--- src/rtl/tlb_lru_tracker_pkg.sv ---
// Shared defaults, FSM encoding and width helper for the TLB LRU tracker.
package tlb_lru_tracker_pkg;

    localparam int DEF_NUM_WAYS = 4;
    localparam int DEF_NUM_SETS = 16;
    localparam int DEF_LRU_BITS = 4;

    typedef enum logic {
        ST_IDLE   = 1'b0,
        ST_RENORM = 1'b1
    } lru_state_e;

    function automatic int set_bits(input int num_sets);
        return (num_sets > 1) ? $clog2(num_sets) : 1;
    endfunction

endpackage

--- src/rtl/tlb_lru_tracker_select.sv ---
// Combinational per-set view: victim way, max stamp, any-invalid flag and
// the stable rank of every stamp within the set.
module tlb_lru_tracker_select
    import tlb_lru_tracker_pkg::*;
#(
    parameter int NUM_WAYS = DEF_NUM_WAYS,
    parameter int LRU_BITS = DEF_LRU_BITS,
    localparam int WAY_BITS = $clog2(NUM_WAYS)
) (
    input  logic [NUM_WAYS-1:0][LRU_BITS-1:0] stamps,
    input  logic [NUM_WAYS-1:0]               valid,
    output logic [WAY_BITS-1:0]               victim,
    output logic [LRU_BITS-1:0]               max_stamp,
    output logic                              any_inv,
    output logic [NUM_WAYS-1:0][WAY_BITS-1:0] rank
);

    logic [LRU_BITS-1:0] min_stamp;
    logic [WAY_BITS-1:0] min_way;

    // Downward scan leaves the lowest invalid index; strict < keeps ties on the lowest index.
    always_comb begin
        any_inv   = 1'b0;
        victim    = '0;
        max_stamp = '0;
        min_stamp = stamps[0];
        min_way   = '0;
        for (int i = NUM_WAYS - 1; i >= 0; i--) begin
            if (!valid[i]) begin
                any_inv = 1'b1;
                victim  = WAY_BITS'(i);
            end
        end
        for (int i = 0; i < NUM_WAYS; i++) begin
            if (stamps[i] > max_stamp) max_stamp = stamps[i];
            if (stamps[i] < min_stamp) begin
                min_stamp = stamps[i];
                min_way   = WAY_BITS'(i);
            end
        end
        if (!any_inv) victim = min_way;
    end

    always_comb begin
        rank = '0;
        for (int i = 0; i < NUM_WAYS; i++) begin
            for (int j = 0; j < NUM_WAYS; j++) begin
                if ((stamps[j] < stamps[i]) || ((stamps[j] == stamps[i]) && (j < i)))
                    rank[i] = rank[i] + WAY_BITS'(1);
            end
        end
    end

endmodule

--- src/rtl/tlb_lru_tracker.sv ---
// Per-set recency tracker beside the TLB tag array: stamps, valid bits,
// registered victim responses and a one-cycle renormalise on stamp saturation.
module tlb_lru_tracker
    import tlb_lru_tracker_pkg::*;
#(
    parameter int NUM_WAYS = DEF_NUM_WAYS,
    parameter int NUM_SETS = DEF_NUM_SETS,
    parameter int LRU_BITS = DEF_LRU_BITS,
    localparam int WAY_BITS = $clog2(NUM_WAYS),
    localparam int SET_BITS = set_bits(NUM_SETS)
) (
    input  logic                clk,
    input  logic                rst,
    input  logic                flush,
    input  logic                inv_valid,
    input  logic [SET_BITS-1:0] inv_set,
    input  logic [WAY_BITS-1:0] inv_way,
    input  logic                touch_valid,
    output logic                touch_ready,
    input  logic [SET_BITS-1:0] touch_set,
    input  logic [WAY_BITS-1:0] touch_way,
    input  logic                query_valid,
    input  logic [SET_BITS-1:0] query_set,
    output logic                resp_valid,
    output logic [WAY_BITS-1:0] resp_way,
    output logic [LRU_BITS-1:0] resp_max,
    output logic                resp_inv,
    output logic                busy
);

    logic [NUM_SETS-1:0][NUM_WAYS-1:0][LRU_BITS-1:0] stamp_q;
    logic [NUM_SETS-1:0][NUM_WAYS-1:0]               valid_q;
    lru_state_e                                      state_q;
    logic [SET_BITS-1:0]                             lat_set_q;
    logic [WAY_BITS-1:0]                             lat_way_q;

    logic [WAY_BITS-1:0]               q_victim, u_victim;
    logic [LRU_BITS-1:0]               q_max, u_max;
    logic                              q_any_inv, u_any_inv;
    logic [NUM_WAYS-1:0][WAY_BITS-1:0] q_rank, u_rank;
    logic [SET_BITS-1:0]               upd_set;
    logic [NUM_WAYS-1:0][LRU_BITS-1:0] renorm_stamps;
    logic                              sel_unused;

    assign upd_set     = (state_q == ST_RENORM) ? lat_set_q : touch_set;
    assign touch_ready = !flush && !inv_valid && (state_q == ST_IDLE);
    assign busy        = (state_q == ST_RENORM);
    assign sel_unused  = ^{q_rank, u_victim, u_any_inv};

    tlb_lru_tracker_select #(.NUM_WAYS(NUM_WAYS), .LRU_BITS(LRU_BITS)) u_query_sel (
        .stamps    (stamp_q[query_set]),
        .valid     (valid_q[query_set]),
        .victim    (q_victim),
        .max_stamp (q_max),
        .any_inv   (q_any_inv),
        .rank      (q_rank)
    );

    tlb_lru_tracker_select #(.NUM_WAYS(NUM_WAYS), .LRU_BITS(LRU_BITS)) u_update_sel (
        .stamps    (stamp_q[upd_set]),
        .valid     (valid_q[upd_set]),
        .victim    (u_victim),
        .max_stamp (u_max),
        .any_inv   (u_any_inv),
        .rank      (u_rank)
    );

    // The latched way is pulled out of the ranking, so the others pack into
    // 0..NUM_WAYS-2 in their old order and the latched way lands on NUM_WAYS.
    always_comb begin
        renorm_stamps = '0;
        for (int w = 0; w < NUM_WAYS; w++) begin
            if (WAY_BITS'(w) == lat_way_q)
                renorm_stamps[w] = LRU_BITS'(NUM_WAYS);
            else if (u_rank[w] > u_rank[lat_way_q])
                renorm_stamps[w] = LRU_BITS'(u_rank[w]) - LRU_BITS'(1);
            else
                renorm_stamps[w] = LRU_BITS'(u_rank[w]);
        end
    end

    always_ff @(posedge clk) begin
        if (rst) begin
            stamp_q    <= '0;
            valid_q    <= '0;
            state_q    <= ST_IDLE;
            lat_set_q  <= '0;
            lat_way_q  <= '0;
            resp_valid <= 1'b0;
            resp_way   <= '0;
            resp_max   <= '0;
            resp_inv   <= 1'b0;
        end else begin
            resp_valid <= query_valid;
            if (query_valid) begin
                resp_way <= q_victim;
                resp_max <= q_max;
                resp_inv <= q_any_inv;
            end
            if (flush) begin
                stamp_q <= '0;
                valid_q <= '0;
                state_q <= ST_IDLE;
            end else begin
                if (state_q == ST_RENORM) begin
                    stamp_q[lat_set_q]            <= renorm_stamps;
                    valid_q[lat_set_q][lat_way_q] <= 1'b1;
                    state_q                       <= ST_IDLE;
                end else if (touch_valid && touch_ready) begin
                    if (u_max == '1) begin
                        lat_set_q <= touch_set;
                        lat_way_q <= touch_way;
                        state_q   <= ST_RENORM;
                    end else begin
                        stamp_q[touch_set][touch_way] <= u_max + LRU_BITS'(1);
                        valid_q[touch_set][touch_way] <= 1'b1;
                    end
                end
                // Issued last so an invalidate overrides a same-cycle renormalise.
                if (inv_valid) begin
                    stamp_q[inv_set][inv_way] <= '0;
                    valid_q[inv_set][inv_way] <= 1'b0;
                end
            end
        end
    end

endmodule

--- config.mk ---
export PLATFORM = sky130hd
export DESIGN_NAME = tlb_lru_tracker
export DESIGN_NICKNAME = d
export VERILOG_FILES = /design/src/rtl/tlb_lru_tracker_pkg.sv /design/src/rtl/tlb_lru_tracker_select.sv /design/src/rtl/tlb_lru_tracker.sv
export SDC_FILE = /design/constraint.sdc
export NUM_CORES = 1
export LEC_CHECK = 0
export BUFFER_PORTS_ARGS = -buffer_cell sky130_fd_sc_hd__buf_2
export CAP_MARGIN = 10
export CORE_MARGIN = 3
export CORE_UTILIZATION = 40
export DETAILED_ROUTE_END_ITERATION = 12
export GPL_TIMING_DRIVEN = 0
export SYNTH_ARGS = -nofsm -noshare
export SYNTH_HDL_FRONTEND = slang
export SYNTH_SLANG_ARGS = --single-unit
--- constraint.sdc ---
create_clock -name clk -period 21.5 [get_ports clk]
set_input_delay 1.075 -clock clk [delete_from_list [all_inputs] [get_ports clk]]
set_output_delay 1.075 -clock clk [all_outputs]
set_load 0.05 [all_outputs]
---- Word level (Yosys, flattened, before mapping) ----
Cells that the tools add are included.
word-level totals
  input port bits ......................... 22
  flip-flop bits (word level) ............. 335
  logic and storage cells ................. 281
operators by class
  muxes and demuxes ....................... 92
  eq/ne operators ......................... 10
  add/subtract/negate cells ............... 17
  bitwise operators ....................... 9
  reduce and logical (&&, ||, !) cells .... 21
  magnitude comparators ................... 45
operators by type and width
  operator                                                            count
  2-to-1 mux 256 bit                                                  6
  bitwise mux 256 bit                                                 2
  2-to-1 mux 64 bit                                                   6
  AND 256 bit                                                         1
  inverter 256 bit                                                    1
  demux 16 bit (select 4 bit)                                         3
  binary-select mux 16 bit (select 4 bit)                             2
  OR 64 bit                                                           2
  2-to-1 mux 4 bit                                                    25
  2-to-1 mux 16 bit                                                   5
  less-than comparator 4 bit                                          19
  AND 64 bit                                                          1
  inverter 64 bit                                                     1
  demux 4 bit (select 4 bit)                                          3
  2-to-1 mux 2 bit                                                    20
  less-than comparator 4 x 5 -> 1 bit (second input constant)         5
  == test 4 bit                                                       6
  > comparator 4 bit                                                  6
  adder 2 x 1 -> 2 bit (second input constant)                        8
  binary-select mux 4 bit (select 4 bit)                              1
  demux 4 bit (select 2 bit)                                          2
  2-to-1 mux 1 bit                                                    13
  greater-or-equal comparator 4 x 1 -> 1 bit (second input constant)  3
  subtractor 2 x 1 -> 3 bit (second input constant)                   4
  other kinds (19)                                                    49

---- Longest topological paths before layout ----
  depth in word-level cells ............... 23
  depth in mapped cells ................... 43

---- By module ----
Synthesis repeated with hierarchy kept, for this count alone.
unflattened totals
  cells, all modules ...................... 2946
  area, all modules ....................... 26082.5 um2
modules (own cells, without submodules)
  module                                 area an instance (um2)  times used  seq. area each (um2)  cells each
  tlb_lru_tracker                        22909.5                 1           6706.4                2535
  tlb_lru_tracker_select (u_query_sel)   1637.8                  1           0.0                   217
  tlb_lru_tracker_select (u_update_sel)  1535.2                  1           0.0                   194

---- Least setup slack after synthesis ----
Ideal clock, no wire load.
  path type ............................... input to register
  start point ............................. input port touch_set[0]
  end point ............................... register stamp_q[137] (netlist name)
  arrival ................................. 9.603 ns
  cell stages on the path ................. 39
  data required time ...................... 21.414 ns
  setup slack ............................. 11.811 ns
  buffers on the path ..................... 7
  path through ............................ buf_2 mux2i_4 buf_8 buf_6 buf_6 buf_6 mux4_2 mux2i_1 mux2i_1 inv_1 ha_1 nand4_1 o21ai_0 a21oi_1 inv_1 o211a_1 or2_2 ha_1 [... 3 more ...] o21a_1 buf_2 mux2_2 ha_1 nand2_1 a2111oi_0 o21a_1 nor2_1 o21ai_0 ha_1 inv_1 nor3_4 and2_2 a211oi_4 buf_4 nand3_1 mux2_2 a211oi_1
between the ends
  longest elaborated chain between the ends .. 23
  elaborated cells between the ends (all ways) .. 89
  those cells by class .................... add/sub (14); order compare (23); eq/ne (7); mux (37); bitwise (1); reduce/logical (7)
RTL lines
  item                                                                  line                    RTL
  start: declaration                                                    tlb_lru_tracker.sv:20   input logic [SET_BITS-1:0] touch_set,
  branches (longest 18 deep; another with > comparator 4 x 1 -> 1 bit)  -
  2-to-1 mux 256 bit *                                                  tlb_lru_tracker.sv:105  if (state_q == ST_RENORM) begin
  2-to-1 mux 256 bit *                                                  tlb_lru_tracker.sv:100  if (flush) begin
  2-to-1 mux 256 bit *                                                  tlb_lru_tracker.sv:83   if (rst) begin
  AND 256 bit (no source line)                                          -
  2-to-1 mux 256 bit *                                                  tlb_lru_tracker.sv:120  if (inv_valid) begin
  end signal: indexed assignment                                        tlb_lru_tracker.sv:106  stamp_q[lat_set_q] <= renorm_stamps;
  end signal: indexed assignment                                        tlb_lru_tracker.sv:115  stamp_q[touch_set][touch_way] <= u_max + LRU_BITS'(1);
  end: declaration                                                      tlb_lru_tracker.sv:31   logic [NUM_SETS-1:0][NUM_WAYS-1:0][LRU_BITS-1:0] stamp_q;
Mark *: on every way between the ends. The select of a mux whose other input is x is not followed.
A chain may end at the register's enable or synchronous reset.

---- Final worst setup path ----
  start point ............................. input port touch_set[2]
  end point ............................... register stamp_q[208] (netlist name)
Same word-level chain as after synthesis.

==> results.cfg <==
[detailed_routing]
via_per_inst = 7.20
drc = 0
wirelength_um = 155000
route.vias.total = 27600
wire_per_inst_um = 40.3
dr.pass1.iters = 9
drt_iter0_drc = 4695
drt.antenna.violating_nets = 0

[outcome]
status = finished clean

[worst_setup_path]
slowest_delay_ns = 0.70
crit_arrival_ns = 13.19
slowest_stage = mux2i_1
critical_path_peak_fanout = 10
r2r_cells = 42
start_kind = primary input
cpMostUsedCell = buf_2
r2r-start = busy$_SDFF_PP0_
reg2reg_to = stamp_q[208]$_SDFF_PP0_
crit_path_end_kind = flop
critPathKind = in2reg
r2r_setup_slack_ns = 8.98
crit_required_ns = 21.93

[yosys]
async_reset_ff_share_pct = 0
synth_common_cells = a21oi_1, dfxtp_1, o21ai_0
yosys_warnings = 0
syn-num-nets = 2968
ys_seq_area_share_pct = 26.7
yosys-top-cells-area = dfxtp_1, mux4_2, mux2i_1, a21oi_1, o21ai_0
post-synth-top-area-fraction_pct = 26.7
synth.avg_cell_area_um2 = 8.77
yosys_register_bits = 335
syn_inst = 2868
synth_edf_count = 0
synth.distinct_cells = 74
yosysMostFrequentCell = a21oi_1
yosysTopAreaCell = dfxtp_1
ys.flop_type = dfxtp_1
synthesis.area_mm2 = 0.0251

[clocking]
htreeDepth = 2
clock_path_buffers = 3
ctsResizeCount = 0
clk_pin_slew_ns = 0.06
clock_latency_ns = 0.61
cts_tree = built
cts_setup_buffers = 0
hold_buffers = 0
cts_buffers = 44
cts_root_buf = clkbuf_16
cts.sink_count = 335

[floorplan]
start_util_pct = 40.6
die-area_mm2 = 0.0659
ios = 32
fp-row-count = 91
fp.dieW_um = 257
die_h_um = 257
coreArea_mm2 = 0.0619

[power_and_ir_drop]
ir_drop_uv = 52.9
power.share.sequential_pct = 33.8
leakage_nw = 9.33
pwr-share-comb_pct = 23.3
p_int_mw = 1.19
p_clk_share_pct = 42.9
swShare_pct = 35.6
p_sw_uw = 654
p_per_area_mw_per_mm2 = 65.4

[finish]
area_growth_pct = 11.8
finalInstanceArea_mm2 = 0.0281
drive_gt1_share_pct = 14.8
fin_util_pct = 45.4
finalNetCount = 3063

[place]
numPortBuffers = 24
hpwl_um = 122000
placed_area_mm2 = 0.0266
routabilityCongestion = 1.12

[timing]
fin_skew_ns = 0.0320
tightest_slew_ns = 1.39
rsz0062_at_grt = no
relSlewSlack_pct = 7.25
max_freq_mhz = 78.4
setup_viol = 0
timing.final.crit_period_ns = 12.76
finalHoldViolCount = 0
period_share_pct = 59.3
slew_violations = 0
tns_ns = 0

[grt]
top_usage_layer = met2
grt_use_met3_pct = 19.3
track_usage_pct = 45.2
use_met2_pct = 63.4
grt_max_degree = 12
grt_pass1_wl_um = 209000
antenna_found_initial = 7
met1_usage_pct = 56.9
grt_pass1_vias = 25400
overflow = 0

[min_path]
hold_depth = 2
min_to = resp_max[1]$_SDFFE_PP0P_
min_path_type = reg2reg
hp-start = resp_max[1]$_SDFFE_PP0P_

[flow_run]
cap_violations = 0
[cell usage in the layout (no fill, tap or decap), types with 10 or more instances in the layout]
cell and instances:
ha_1 78, buf_2 83, buf_1 20, a21oi_1 377, nor3_1 49, nor2_1 216, a31oi_1 101, a221oi_1 63
o2bb2a_1 29, a21boi_0 14, clkbuf_1 150, o21ai_0 243, a211oi_1 114, mux2_2 30, a22oi_1 16, nand2_1 177
buf_6 19, nor3b_1 33, o41ai_1 32, nor2b_1 30, dfxtp_1 335, nand3_4 44, nand2b_1 20, mux4_2 125
inv_1 48, clkbuf_8 15, o22a_1 32, o21ai_1 41, mux2i_1 192, nand4_1 10, buf_4 19, clkbuf_16 45
nand3_1 40, o21a_1 14
[critical path, delay by kind of cell]
| family | cells | cell delay [ns] |
|---|---|---|
| simple gates | 7 | 0.94 |
| mux | 7 | 3.08 |
| compound gates | 12 | 2.64 |
| fa+ha+maj | 4 | 1.23 |
| buf+inv | 11 | 4.16 |
[power groups by stage]
stage / Combinational [mW] / Clock [mW] / Sequential (mW)
after global routing: 0.438 / 0.808 / 0.622
after floorplan: 0.230 / 0 / 0.638
after CTS: 0.404 / 0.786 / 0.622
after detailed placement: 0.402 / 0 / 0.636
final: 0.428 / 0.789 / 0.622
after global placement: 0.389 / 0 / 0.636
[how the worst max path moves through the flow]
stage                       startpoint                      end  slack (ns)
final                     touch_set[2]  stamp_q[208]$_SDFF_PP0_        8.74
after global routing      touch_set[2]  stamp_q[176]$_SDFF_PP0_        8.73
after CTS                 touch_set[2]  stamp_q[208]$_SDFF_PP0_        8.83
after detailed placement  touch_set[2]  stamp_q[208]$_SDFF_PP0_        8.20
after global placement    touch_set[3]   stamp_q[60]$_SDFF_PP0_        8.05
after floorplan           touch_set[0]  stamp_q[137]$_SDFF_PP0_       11.81
[state kept, by name (all words and copies together) (netlist names)]
register	cells
lat_set_q	4
resp_way	2
valid_q	64
busy	1
resp_max	4
lat_way_q	2
resp_valid	1
stamp_q	256
resp_inv	1
[per-layer routing]
metal | vias to the layer above | routed length [µm]
met5 | - | 27
met4 | 4 | 12400
met3 | 506 | 22600
met2 | 2186 | 61200
met1 | 13700 | 58500
li1 | 11200 | -
[layout make-up]
cell class              count  area [µm²]
diodes                      6        15.0
plain buffers             253        1230
clock buffers              68        1360
clock inverters            12         130
fillers                  6173       33800
inverters                  49         184
multi-input cells        2231       17100
flip-flops and latches    335        6710
well taps                 837        1050
repair buffers             49         374
[logic make-up after synthesis]
family / count (synthesis) / synth area share [%]
xor+xnor: 10 / 0.348
compound gates: 1128 / 28.0
flops: 335 / 26.7
simple gates: 659 / 14.6
buf+inv: 302 / 5.61
mux: 356 / 20.9
fa+ha+maj: 78 / 3.88
[per-stage QoR]
stage / hold WS (ns) / std cells / power (mW) / worst slack (ns)
5_1_grt: 0.511 / 3834 / 1.87 / 8.73
2_1_floorplan: 0.456 / 2868 / 0.868 / 11.81
4_1_cts: 0.497 / 3831 / 1.81 / 8.83
3_5_place_dp: 0.488 / 3751 / 1.04 / 8.20
3_3_place_gp: 0.477 / 3729 / 1.03 / 8.05
6_report: 0.502 / 3840 / 1.84 / 8.74
(Power assumes the default switching activity.)
